`src/rtl/spi_pkg.sv`:
```
// Shared definitions for the parametrised SPI master: FSM state codes,
// {cpol,cpha} mode codes and the select-width helper.
package spi_pkg;

    localparam logic [1:0] ST_IDLE  = 2'd0;
    localparam logic [1:0] ST_SETUP = 2'd1;
    localparam logic [1:0] ST_XFER  = 2'd2;
    localparam logic [1:0] ST_HOLD  = 2'd3;

    localparam logic [1:0] MODE0 = 2'b00;
    localparam logic [1:0] MODE1 = 2'b01;
    localparam logic [1:0] MODE2 = 2'b10;
    localparam logic [1:0] MODE3 = 2'b11;

    // A single-slave build still needs a one-bit select port.
    function automatic int sel_width(input int num_ss);
        return (num_ss > 1) ? $clog2(num_ss) : 1;
    endfunction

endpackage

```
`src/rtl/spi_master_param_if.sv`:
```
// Controller-side handshake and data bus of the SPI master; the local
// controller uses the master modport, the SPI block the slave modport.
interface spi_master_param_if #(
    parameter int DATA_W = 8,
    parameter int SEL_W  = 2
);

    logic              start;
    logic [DATA_W-1:0] tx_data;
    logic [SEL_W-1:0]  ss_sel;
    logic              cpol;
    logic              cpha;
    logic              busy;
    logic              done;
    logic              err;
    logic [DATA_W-1:0] rx_data;

    modport master (
        output start, tx_data, ss_sel, cpol, cpha,
        input  busy, done, err, rx_data
    );

    modport slave (
        input  start, tx_data, ss_sel, cpol, cpha,
        output busy, done, err, rx_data
    );

endinterface

```
`src/rtl/spi_clk_gen.sv`:
```
// SPI timing generator: one-cycle tick every CLK_DIV system clocks while
// enabled, plus a saturating count of ticks and the leading/trailing flag.
module spi_clk_gen #(
    parameter int CLK_DIV   = 2,
    parameter int NUM_EDGES = 16,
    parameter int CNT_W     = $clog2(NUM_EDGES + 2)
) (
    input  logic             sclk,
    input  logic             reset,
    input  logic             en,
    output logic             tick,
    output logic             leading,
    output logic [CNT_W-1:0] edge_cnt
);

    localparam int DIV_W = (CLK_DIV > 1) ? $clog2(CLK_DIV) : 1;

    logic [DIV_W-1:0] div_q, div_d;
    logic [CNT_W-1:0] edge_q, edge_d;

    assign tick     = en && (div_q == DIV_W'(CLK_DIV - 1));
    assign leading  = ~edge_q[0];
    assign edge_cnt = edge_q;

    // The tick after the last SPI edge is counted too; it marks the end of HOLD.
    always_comb begin
        div_d  = div_q;
        edge_d = edge_q;
        if (!en) begin
            div_d  = '0;
            edge_d = '0;
        end else if (tick) begin
            div_d = '0;
            if (edge_q != CNT_W'(NUM_EDGES + 1)) begin
                edge_d = edge_q + CNT_W'(1);
            end
        end else begin
            div_d = div_q + DIV_W'(1);
        end
    end

    always_ff @(posedge sclk or posedge reset) begin
        if (reset) begin
            div_q  <= '0;
            edge_q <= '0;
        end else begin
            div_q  <= div_d;
            edge_q <= edge_d;
        end
    end

endmodule

```
`src/rtl/spi_master_param.sv`:
```
// Full-duplex SPI master with per-transfer CPOL/CPHA, one-hot active-low
// selects and a start/busy/done handshake towards the local controller.
module spi_master_param
    import spi_pkg::*;
#(
    parameter int DATA_W  = 8,
    parameter int NUM_SS  = 3,
    parameter int CLK_DIV = 2,
    parameter int SEL_W   = sel_width(NUM_SS)
) (
    input  logic              sclk,
    input  logic              reset,
    spi_master_param_if.slave ctrl,
    output logic              spi_clk,
    output logic              mosi,
    input  logic              miso,
    output logic [NUM_SS-1:0] ss_n
);

    localparam int NUM_EDGES = 2 * DATA_W;
    localparam int CNT_W     = $clog2(NUM_EDGES + 2);
    localparam int BIT_W     = $clog2(DATA_W + 1);

    logic [1:0]        state_q, state_d;
    logic              busy_q, busy_d;
    logic              done_q, done_d;
    logic              err_q, err_d;
    logic              spi_clk_q, spi_clk_d;
    logic              mosi_q, mosi_d;
    logic              cpha_q, cpha_d;
    logic [DATA_W-1:0] tx_sh_q, tx_sh_d;
    logic [DATA_W-1:0] rx_sh_q, rx_sh_d;
    logic [DATA_W-1:0] rx_data_q, rx_data_d;
    logic [NUM_SS-1:0] ss_n_q, ss_n_d;
    logic [BIT_W-1:0]  bit_q, bit_d;

    logic              tick;
    logic              leading;
    logic [CNT_W-1:0]  edge_cnt;
    logic              edge_tick;
    logic              last_edge;
    logic              sample;
    logic              shift_out;
    logic              sel_ok;

    spi_clk_gen #(
        .CLK_DIV   (CLK_DIV),
        .NUM_EDGES (NUM_EDGES),
        .CNT_W     (CNT_W)
    ) u_clk_gen (
        .sclk     (sclk),
        .reset    (reset),
        .en       (state_q != ST_IDLE),
        .tick     (tick),
        .leading  (leading),
        .edge_cnt (edge_cnt)
    );

    assign sel_ok    = 32'(ctrl.ss_sel) < 32'(NUM_SS);
    assign edge_tick = tick && (state_q == ST_SETUP || state_q == ST_XFER);
    assign last_edge = edge_cnt == CNT_W'(NUM_EDGES - 1);

    // cpha=0 samples on leading and shifts on trailing edges; cpha=1 swaps them.
    assign sample    = edge_tick && (leading ^ cpha_q) && (bit_q != BIT_W'(DATA_W));
    assign shift_out = edge_tick && (cpha_q ? leading : (!leading && !last_edge));

    always_comb begin
        state_d   = state_q;
        busy_d    = busy_q;
        done_d    = 1'b0;
        err_d     = 1'b0;
        spi_clk_d = spi_clk_q;
        mosi_d    = mosi_q;
        cpha_d    = cpha_q;
        tx_sh_d   = tx_sh_q;
        rx_sh_d   = rx_sh_q;
        rx_data_d = rx_data_q;
        ss_n_d    = ss_n_q;
        bit_d     = bit_q;

        case (state_q)
            ST_IDLE: begin
                spi_clk_d = ctrl.cpol;
                if (ctrl.start && sel_ok) begin
                    state_d = ST_SETUP;
                    busy_d  = 1'b1;
                    cpha_d  = ctrl.cpha;
                    ss_n_d  = ~(NUM_SS'(1) << ctrl.ss_sel);
                    rx_sh_d = '0;
                    bit_d   = '0;
                    // In mode cpha=0 the MSB must already be on the line before the first edge.
                    if (ctrl.cpha) begin
                        tx_sh_d = ctrl.tx_data;
                        mosi_d  = 1'b0;
                    end else begin
                        tx_sh_d = ctrl.tx_data << 1;
                        mosi_d  = ctrl.tx_data[DATA_W-1];
                    end
                end else if (ctrl.start) begin
                    err_d = 1'b1;
                end
            end
            ST_SETUP, ST_XFER: begin
                if (tick) begin
                    spi_clk_d = ~spi_clk_q;
                    state_d   = last_edge ? ST_HOLD : ST_XFER;
                end
            end
            ST_HOLD: begin
                if (tick) begin
                    state_d   = ST_IDLE;
                    busy_d    = 1'b0;
                    done_d    = 1'b1;
                    ss_n_d    = '1;
                    rx_data_d = rx_sh_q;
                end
            end
            default: state_d = ST_IDLE;
        endcase

        if (shift_out) begin
            mosi_d  = tx_sh_q[DATA_W-1];
            tx_sh_d = tx_sh_q << 1;
        end
        if (sample) begin
            rx_sh_d = {rx_sh_q[DATA_W-2:0], miso};
            bit_d   = bit_q + BIT_W'(1);
        end
    end

    always_ff @(posedge sclk or posedge reset) begin
        if (reset) begin
            state_q   <= ST_IDLE;
            busy_q    <= 1'b0;
            done_q    <= 1'b0;
            err_q     <= 1'b0;
            spi_clk_q <= 1'b0;
            mosi_q    <= 1'b0;
            cpha_q    <= 1'b0;
            tx_sh_q   <= '0;
            rx_sh_q   <= '0;
            rx_data_q <= '0;
            ss_n_q    <= '1;
            bit_q     <= '0;
        end else begin
            state_q   <= state_d;
            busy_q    <= busy_d;
            done_q    <= done_d;
            err_q     <= err_d;
            spi_clk_q <= spi_clk_d;
            mosi_q    <= mosi_d;
            cpha_q    <= cpha_d;
            tx_sh_q   <= tx_sh_d;
            rx_sh_q   <= rx_sh_d;
            rx_data_q <= rx_data_d;
            ss_n_q    <= ss_n_d;
            bit_q     <= bit_d;
        end
    end

    assign ctrl.busy    = busy_q;
    assign ctrl.done    = done_q;
    assign ctrl.err     = err_q;
    assign ctrl.rx_data = rx_data_q;
    assign spi_clk      = spi_clk_q;
    assign mosi         = mosi_q;
    assign ss_n         = ss_n_q;

endmodule

```
`src/flat_wrapper.sv`:
```
// flat-port wrapper written by rule: the top's interface ports become plain ports
module spi_master_param_flat import spi_pkg::*;
#(
    parameter int DATA_W  = 8,
    parameter int NUM_SS  = 3,
    parameter int CLK_DIV = 2,
    parameter int SEL_W   = sel_width(NUM_SS)
)
  (sclk, reset, spi_clk, mosi, miso, ss_n, ctrl_start, ctrl_tx_data, ctrl_ss_sel, ctrl_cpol, ctrl_cpha, ctrl_busy, ctrl_done, ctrl_err, ctrl_rx_data);
  spi_master_param_if #(.DATA_W(DATA_W), .SEL_W(SEL_W)) ctrl_i ();
  input  logic sclk;
  input  logic reset;
  output logic spi_clk;
  output logic mosi;
  input  logic miso;
  output logic [NUM_SS-1:0] ss_n;
  input wire logic [$bits(ctrl_i.start)-1:0] ctrl_start;
  input wire logic [$bits(ctrl_i.tx_data)-1:0] ctrl_tx_data;
  input wire logic [$bits(ctrl_i.ss_sel)-1:0] ctrl_ss_sel;
  input wire logic [$bits(ctrl_i.cpol)-1:0] ctrl_cpol;
  input wire logic [$bits(ctrl_i.cpha)-1:0] ctrl_cpha;
  output wire logic [$bits(ctrl_i.busy)-1:0] ctrl_busy;
  output wire logic [$bits(ctrl_i.done)-1:0] ctrl_done;
  output wire logic [$bits(ctrl_i.err)-1:0] ctrl_err;
  output wire logic [$bits(ctrl_i.rx_data)-1:0] ctrl_rx_data;
  assign ctrl_i.start = ctrl_start;
  assign ctrl_i.tx_data = ctrl_tx_data;
  assign ctrl_i.ss_sel = ctrl_ss_sel;
  assign ctrl_i.cpol = ctrl_cpol;
  assign ctrl_i.cpha = ctrl_cpha;
  assign ctrl_busy = ctrl_i.busy;
  assign ctrl_done = ctrl_i.done;
  assign ctrl_err = ctrl_i.err;
  assign ctrl_rx_data = ctrl_i.rx_data;
  spi_master_param #(.DATA_W(DATA_W), .NUM_SS(NUM_SS), .CLK_DIV(CLK_DIV), .SEL_W(SEL_W)) u_core (.sclk(sclk), .reset(reset), .ctrl(ctrl_i), .spi_clk(spi_clk), .mosi(mosi), .miso(miso), .ss_n(ss_n));
endmodule
```
`config.mk`:
```
export PLATFORM = sky130hd
export DESIGN_NAME = spi_master_param_flat
export DESIGN_NICKNAME = d
export VERILOG_FILES = /design/src/rtl/spi_pkg.sv /design/src/rtl/spi_master_param_if.sv /design/src/rtl/spi_clk_gen.sv /design/src/rtl/spi_master_param.sv /design/src/flat_wrapper.sv
export SDC_FILE = /design/constraint.sdc
export NUM_CORES = 1
export LEC_CHECK = 0
export ABC_AREA = 1
export BUFFER_PORTS_ARGS = -buffer_cell sky130_fd_sc_hd__buf_2
export CAP_MARGIN = 10
export CORE_UTILIZATION = 50
export DETAILED_ROUTE_END_ITERATION = 10
export PLACE_DENSITY = 0.71
export SLEW_MARGIN = 25
export SYNTH_ARGS = -nofsm -noshare
export SYNTH_HDL_FRONTEND = slang
export SYNTH_HIERARCHICAL = 1
export SYNTH_SLANG_ARGS = --single-unit
```
`constraint.sdc`:
```
create_clock -name sclk -period 4.1 [get_ports sclk]
set_input_delay 0.205 -clock sclk [delete_from_list [all_inputs] [get_ports sclk]]
set_output_delay 0.205 -clock sclk [all_outputs]
set_load 0.01 [all_outputs]
```
==> results of run 1 <==
## cell type report
class                      instances  share of cell area (%)
clock buffer                       6                   3.132
clock inverter                     2                  0.6645
inverter                          49                   6.977
multi-input combinational        200                   37.07
sequential                        45                   42.86
tap                               52                   2.468
timing repair buffer              34                   6.834
## per-stage QoR
step | area, sq um | power (uW) | setup WS [ns] | utilization, %
2_1_floorplan | 2337 | 1231 | 2.352 | -
4_1_cts | 2636 | 1717 | 1.820 | 59.72
3_5_place_dp | 2526 | 1414 | 1.828 | 57.23
5_1_grt | 2636 | 1862 | 1.570 | 59.72
6_report | 2636 | 1701 | 1.847 | 59.72
3_3_place_gp | 2526 | 1395 | 1.964 | 57.23
## placed cells by master (no fill, tap or decap), types with 3 or more instances in the layout
| cell type | count |
|---|---|
| ha_1 | 6 |
| a21oi_1 | 6 |
| nand2_1 | 80 |
| inv_1 | 47 |
| nand3_1 | 39 |
| o21ai_0 | 36 |
| buf_2 | 31 |
| dfstp_2 | 3 |
| nand2_2 | 4 |
| nor2_1 | 17 |
| clkbuf_8 | 6 |
| dfrtp_1 | 42 |
## registers in the layout, indices dropped and copies added (netlist names)
register	cells
u_core/bit_q	4
u_core/cpha_q	1
u_core/ctrl.busy	1
u_core/ctrl.done	1
u_core/ctrl.err	1
u_core/ctrl.rx_data	8
u_core/mosi	1
u_core/rx_sh_q	8
u_core/spi_clk	1
u_core/ss_n	3
u_core/state_q	2
u_core/tx_sh_q	8
u_core/u_clk_gen/div_q	1
u_core/u_clk_gen/edge_cnt	5
## synth_stat cells
master     n  area, sq um
o21ai_0   36        180.2
nand2_4    1        11.26
inv_1     47        176.4
nand3b_1   1        7.510
nand3_2    2        20.02
clkbuf_1   4        15.01
clkinv_1   1        3.750
a21oi_1    6        30.03
or2_2      1        6.260
inv_2      1        3.750
buf_2      4        20.02
nand2_1   80        300.3
nor3_1     1        5.000
nor2_4     1        11.26
ha_1       6        75.07
nor2_1    17        63.81
dfstp_2    3        78.83
nand3_1   39        195.2
nand4_1    2        12.51
nand2_2    4        25.02
xnor2_1    1        8.760
xor2_1     1        8.760
dfrtp_1   42         1051
buf_6      1        11.26
a21oi_4    1        16.27
## logic make-up (layout without fill, tap and decap cells)
family	after synthesis	count (layout)
xor gates and xnor gates	2	2
adders and majority gates	6	6
buffers and inverters	58	91
AOI/OAI and AO/OA	43	43
DFF	45	45
and+or+nand+nor	149	149
## worst max-delay path by stage
stage                      start                end  cells after the start
4_1_cts        u_core/state_q[0]    u_core/bit_q[0]                     10
6_report       u_core/state_q[0]  u_core/rx_sh_q[3]                      9
3_5_place_dp   u_core/state_q[0]  u_core/rx_sh_q[2]                      9
5_1_grt        u_core/state_q[0]  u_core/rx_sh_q[6]                      9
3_3_place_gp   u_core/state_q[0]    u_core/bit_q[2]                     10
2_1_floorplan  u_core/state_q[0]        u_core/mosi                     11
## where the power goes
part	internal, uW	switching [uW]
clock	140	157
combinational	248	436
sequential	612	108
## layer usage
layer	global-route usage (%)	part of all wire [%]	routed length [um]	vias to the layer above
met5	0	0	0	-
met4	6.000	1.1	46	0
met3	3.608	3.5	152	4
met2	30.58	45	1937	37
met1	26.84	51	2184	886
li1	-	-	-	1016
==> flow_metrics.tcl, run 1 <==
set metrics [dict create \
    finalClockSkew_ns 0.01048 \
    final.period_utilization_pct 54.94 \
    min_from "ctrl_ss_sel[0]" \
    wl_per_cell_um 11.13 \
    tightest_slew_ns 0.6977 \
    path_class "reg -> reg" \
    cts_resized 0 \
    fmax_mhz 443.9 \
    synth-simple-area-share_pct 28.16 \
    dieArea_sq_um 4952 \
    nFillCells 404 \
    synth_mux_area_share_pct 0 \
    reg2reg_slack_ns 1.85 \
    synth_cell_types 25 \
    reg2reg_from "u_core/state_q[0]" \
    clk_pin_slew_ns 0.09 \
    max_slew_margin_pct 53.36 \
    register_area_sq_um 1130 \
    vdd_drop_max_mv 0.3629 \
    status "finished clean" \
    synth_warnings 6 \
    tritoncts "yes" \
    cts_buffers 5 \
    die_h_um 70.37 \
    finalSetupTns_ns 0 \
    syn_area_per_cell_sq_um 7.714 \
    synth_compound_area_share_pct 9.690 \
    critical_path_arrival_ns 2.46 \
    grt_pass1_vias 1741 \
    drive_gt1_share_pct 16.37 \
    core_region_area_sq_um 4414 \
    cp_top_family "simple AND/OR/NAND/NOR gates" \
    cpPeakStageDelay_ns 0.49 \
    reg2reg_depth 9 \
    hold_buffers 1 \
    seq_area_frac_synth_pct 48.34 \
    cpMaxStageDelayCell "nand3_1" \
    rsz0062_at_grt "false" \
    port_buffers 31 \
    die_x_um 70.37 \
    hold_path_class "in -> reg" \
    nNetsFinal 357 \
    clk_latency_ns 0.30 \
    diodes 0 \
    synthAdderAreaFrac_pct 3.212 \
    finalWirelength_um 4320 \
    cts_max_level 2 \
    synth_cells 303 \
    rows 24 \
    antenna_found_initial 0 \
    hold_viol 0 \
    initial_core_util_pct 52.95 \
    drc 0 \
    fin_crit_ns 2.253 \
    cp_max_fo 23 \
    avgViaCountPerCell 5.008 \
    maxCapViolCount 0 \
    grt_usage_pct 19.31 \
    p_per_area_nw_per_um2 645.1 \
    drv_slew 0 \
    grt_max_degree 40 \
    place_congestion 0.7915 \
    overflow 0 \
    start_kind "flop" \
    grt_pass1_wl_um 7686 \
    synth_xor_area_share_pct 0.7495 \
    clockRootBuffer "clkbuf_8" \
    dp_cells 379 \
    num_vias 1943 \
    synth_area_sq_um 2337 \
    synth_nets 325 \
    cp_num_buf_inv 4 \
    crit_chain "inv_1 -> ha_1 -> inv_1 -> nand2_1 -> inv_1 -> nand2_2 -> inv_1 -> nand3_1 -> o21ai_0" \
    finalSetupViolCount 0 \
    holdWs_ns 0.07254 \
    drtAntennaViolNets 0 \
    clk_path_buf_depth 2 \
    worstReg2RegEnd "u_core/rx_sh_q[3]" \
    hold_end "u_core/ss_n[1]" \
    cpMostUsedCell "inv_1" \
    dr.pass1.iters 4 \
    multi_input_area_sq_um 977.2 \
    clock_sinks 45 \
    ys_seq_elements 45 \
    area_growth_pct 12.79 \
    endpoint_kind "flop" \
    post_cts_buffers 0 \
    holdPathStages 2 \
    synth_top_family_by_area "simple AND/OR/NAND/NOR gates" \
    ioPinCount 32 \
    required_ns 4.30 \
    cellLeakagePower_uw 0.001420 \
    final_cells 388 \
    detail_route.iter0.violations 141 \
    dp_hpwl_um 3121 \
]
No activity file was read; power rests on OpenSTA's default activity.
==> run 2, diff against run 1 <==
Clock period 4.1 ns to 2.1 ns, I/O delays scaled along.
==> run 2 against run 1 <==
  * Worst setup slack lost 1.6 ns
  * Clock power increased by 130%
  * Clock skew fell by 0.0036 ns
  * First-iteration DRC count fell by 9.9%
  * Largest power group unchanged
  * Total power up 100%
==> flow_metrics.tcl, run 2 (synthesis results as in run 1) <==
set metrics [dict create \
    overflow 0 \
    p_sw_uw 1367 \
    finalSetupTns_ns 0 \
    antenna_found_initial 0 \
    vdd_drop_max_mv 0.6286 \
    detail_route.iter0.violations 127 \
    endpoint_kind "flop" \
    nNetsFinal 362 \
    p_int_uw 2087 \
    hold_path_class "in -> reg" \
    crit_chain "inv_1 -> ha_1 -> inv_2 -> nand2_1 -> inv_1 -> nand2_2 -> a21oi_4 -> nand2_4 -> nand2_1 -> nand2_1 -> nand2_1" \
    final_common_cell "nand2_1" \
    dieArea_sq_um 4952 \
    dp_hpwl_um 3121 \
    clock_sinks 45 \
    drc 0 \
    clockRootBuffer "clkbuf_8" \
    cpMaxStageDelayCell "dfrtp_1" \
    ioPinCount 32 \
    tritoncts "yes" \
    post-place-ws_ns 0.1923 \
    clk_latency_ns 0.30 \
    crit_start "u_core/state_q[0]" \
    cpPeakStageDelay_ns 0.38 \
    mostFrequentLayoutCells "nand2_1, inv_1, dfrtp_1" \
    status "finished clean" \
    initial_core_util_pct 52.95 \
    power.clock.fraction_pct 19.8 \
    comb_power_share_pct 39.6 \
    fmax_mhz 542.5 \
    fin_crit_ns 1.843 \
    final.period_utilization_pct 87.78 \
    area_growth_pct 15.47 \
    finalSetupViolCount 0 \
    grt_pass1_vias 1759 \
    cts_max_level 2 \
    cpMostUsedCell "nand2_1" \
    diodes 0 \
    critical_path_arrival_ns 2.08 \
    rsz0062_at_grt "false" \
    finalWirelength_um 4413 \
    reg2reg_from "u_core/state_q[0]" \
    cp_max_fo 17 \
    wl_per_cell_um 11.23 \
    die_x_um 70.37 \
    drtAntennaViolNets 0 \
    core_region_area_sq_um 4414 \
    required_ns 2.34 \
    cellLeakagePower_uw 0.001446 \
    tightest_slew_ns 0.4982 \
    cts_buffers 5 \
    num_vias 1926 \
    min_from "ctrl_start" \
    grt_max_degree 40 \
    avgViaCountPerCell 4.901 \
    dr.pass1.iters 4 \
    hold_viol 0 \
    clk_path_buf_depth 2 \
    drv_slew 0 \
    grt_pass1_wl_um 7783 \
    port_buffers 31 \
    p_sw_share_pct 39.57 \
    grt_usage_pct 19.80 \
    path_class "reg -> reg" \
    start_kind "flop" \
    drive_gt1_share_pct 17.30 \
    post_cts_buffers 0 \
    seq_power_share_pct 40.6 \
    p_per_area_nw_per_um2 1279 \
    rows 24 \
    worst_slack_ns 0.2567 \
    clk_pin_slew_ns 0.09 \
    place_congestion 0.7594 \
    die_h_um 70.37 \
    maxCapViolCount 0 \
    finalClockSkew_ns 0.006918 \
    max_slew_margin_pct 66.78 \
]
run 2: layout make-up:
cell class	count	area (sq um)
fill	386	1715
clock inverter	2	37.54
multi-input combinational	200	977.2
clock buffer	6	82.58
inverter	49	183.9
timing repair buffer	39	222.7
tap	52	65.06
sequential	45	1130
run 2: per-layer routing:
layer,vias to the layer above,GRT usage (%),wire (um)
li1,1029,-,-
met1,860,26.48,2194
met2,32,31.11,1985
met3,5,4.762,171
met4,0,7.333,62
met5,-,0,0
run 2: what timing repair did:
| action | CTS | global route |
|---|---|---|
| endpoints found under the setup margin | 0 | 9 |
| endpoints found under the hold margin | 44 | 0 |
| gates resized for setup | 0 | 1 |
| hold buffers | 3 | 0 |
run 2: critical path: cells and delay by family (launching register included):
| family | cells | cell delay (ns) |
|---|---|---|
| AOI/OAI and AO/OA | 1 | 0.26 |
| DFF | 1 | 0.38 |
| and+or+nand+nor | 6 | 0.59 |
| adders and majority gates | 1 | 0.24 |
| buffers and inverters | 3 | 0.32 |
run 2: through the flow:
| step | utilization [%] | hold WS [ns] | std cells | total power [uW] | area (sq um) |
|---|---|---|---|---|---|
| 2_1_floorplan | - | -0.1040 | 303 | 2403 | 2337 |
| 3_3_place_gp | 57.74 | 0.03039 | 382 | 2752 | 2549 |
| 3_5_place_dp | 57.74 | 0.04146 | 382 | 2777 | 2549 |
| 4_1_cts | 61.14 | 0.04154 | 393 | 3490 | 2699 |
| 5_1_grt | 61.14 | 0.07420 | 393 | 3768 | 2699 |
| 6_report | 61.14 | 0.05503 | 393 | 3453 | 2699 |
run 2: power by group through the flow:
| stage | sequential, uW | clock (uW) | combinational (uW) |
|---|---|---|---|
| after floorplan | 1430 | 0 | 969 |
| after global placement | 1420 | 0 | 1340 |
| after detailed placement | 1420 | 0 | 1360 |
| after CTS | 1400 | 708 | 1380 |
| after global routing | 1440 | 735 | 1590 |
| final | 1400 | 685 | 1370 |
run 2: worst paths after layout:
kind | to | slack, ns | cells after the start
worst max-delay path | u_core/mosi | 0.26 | 11
worst min-delay path | u_core/ctrl.err | 0.06 | 3
worst max register to register | u_core/mosi | 0.26 | 11
worst min register to register | u_core/ctrl.rx_data[7] | 0.49 | 2
max in group asynchronous | u_core/ss_n[1] | 1.26 | 4
min in group asynchronous | u_core/u_clk_gen/div_q | 0.27 | 3
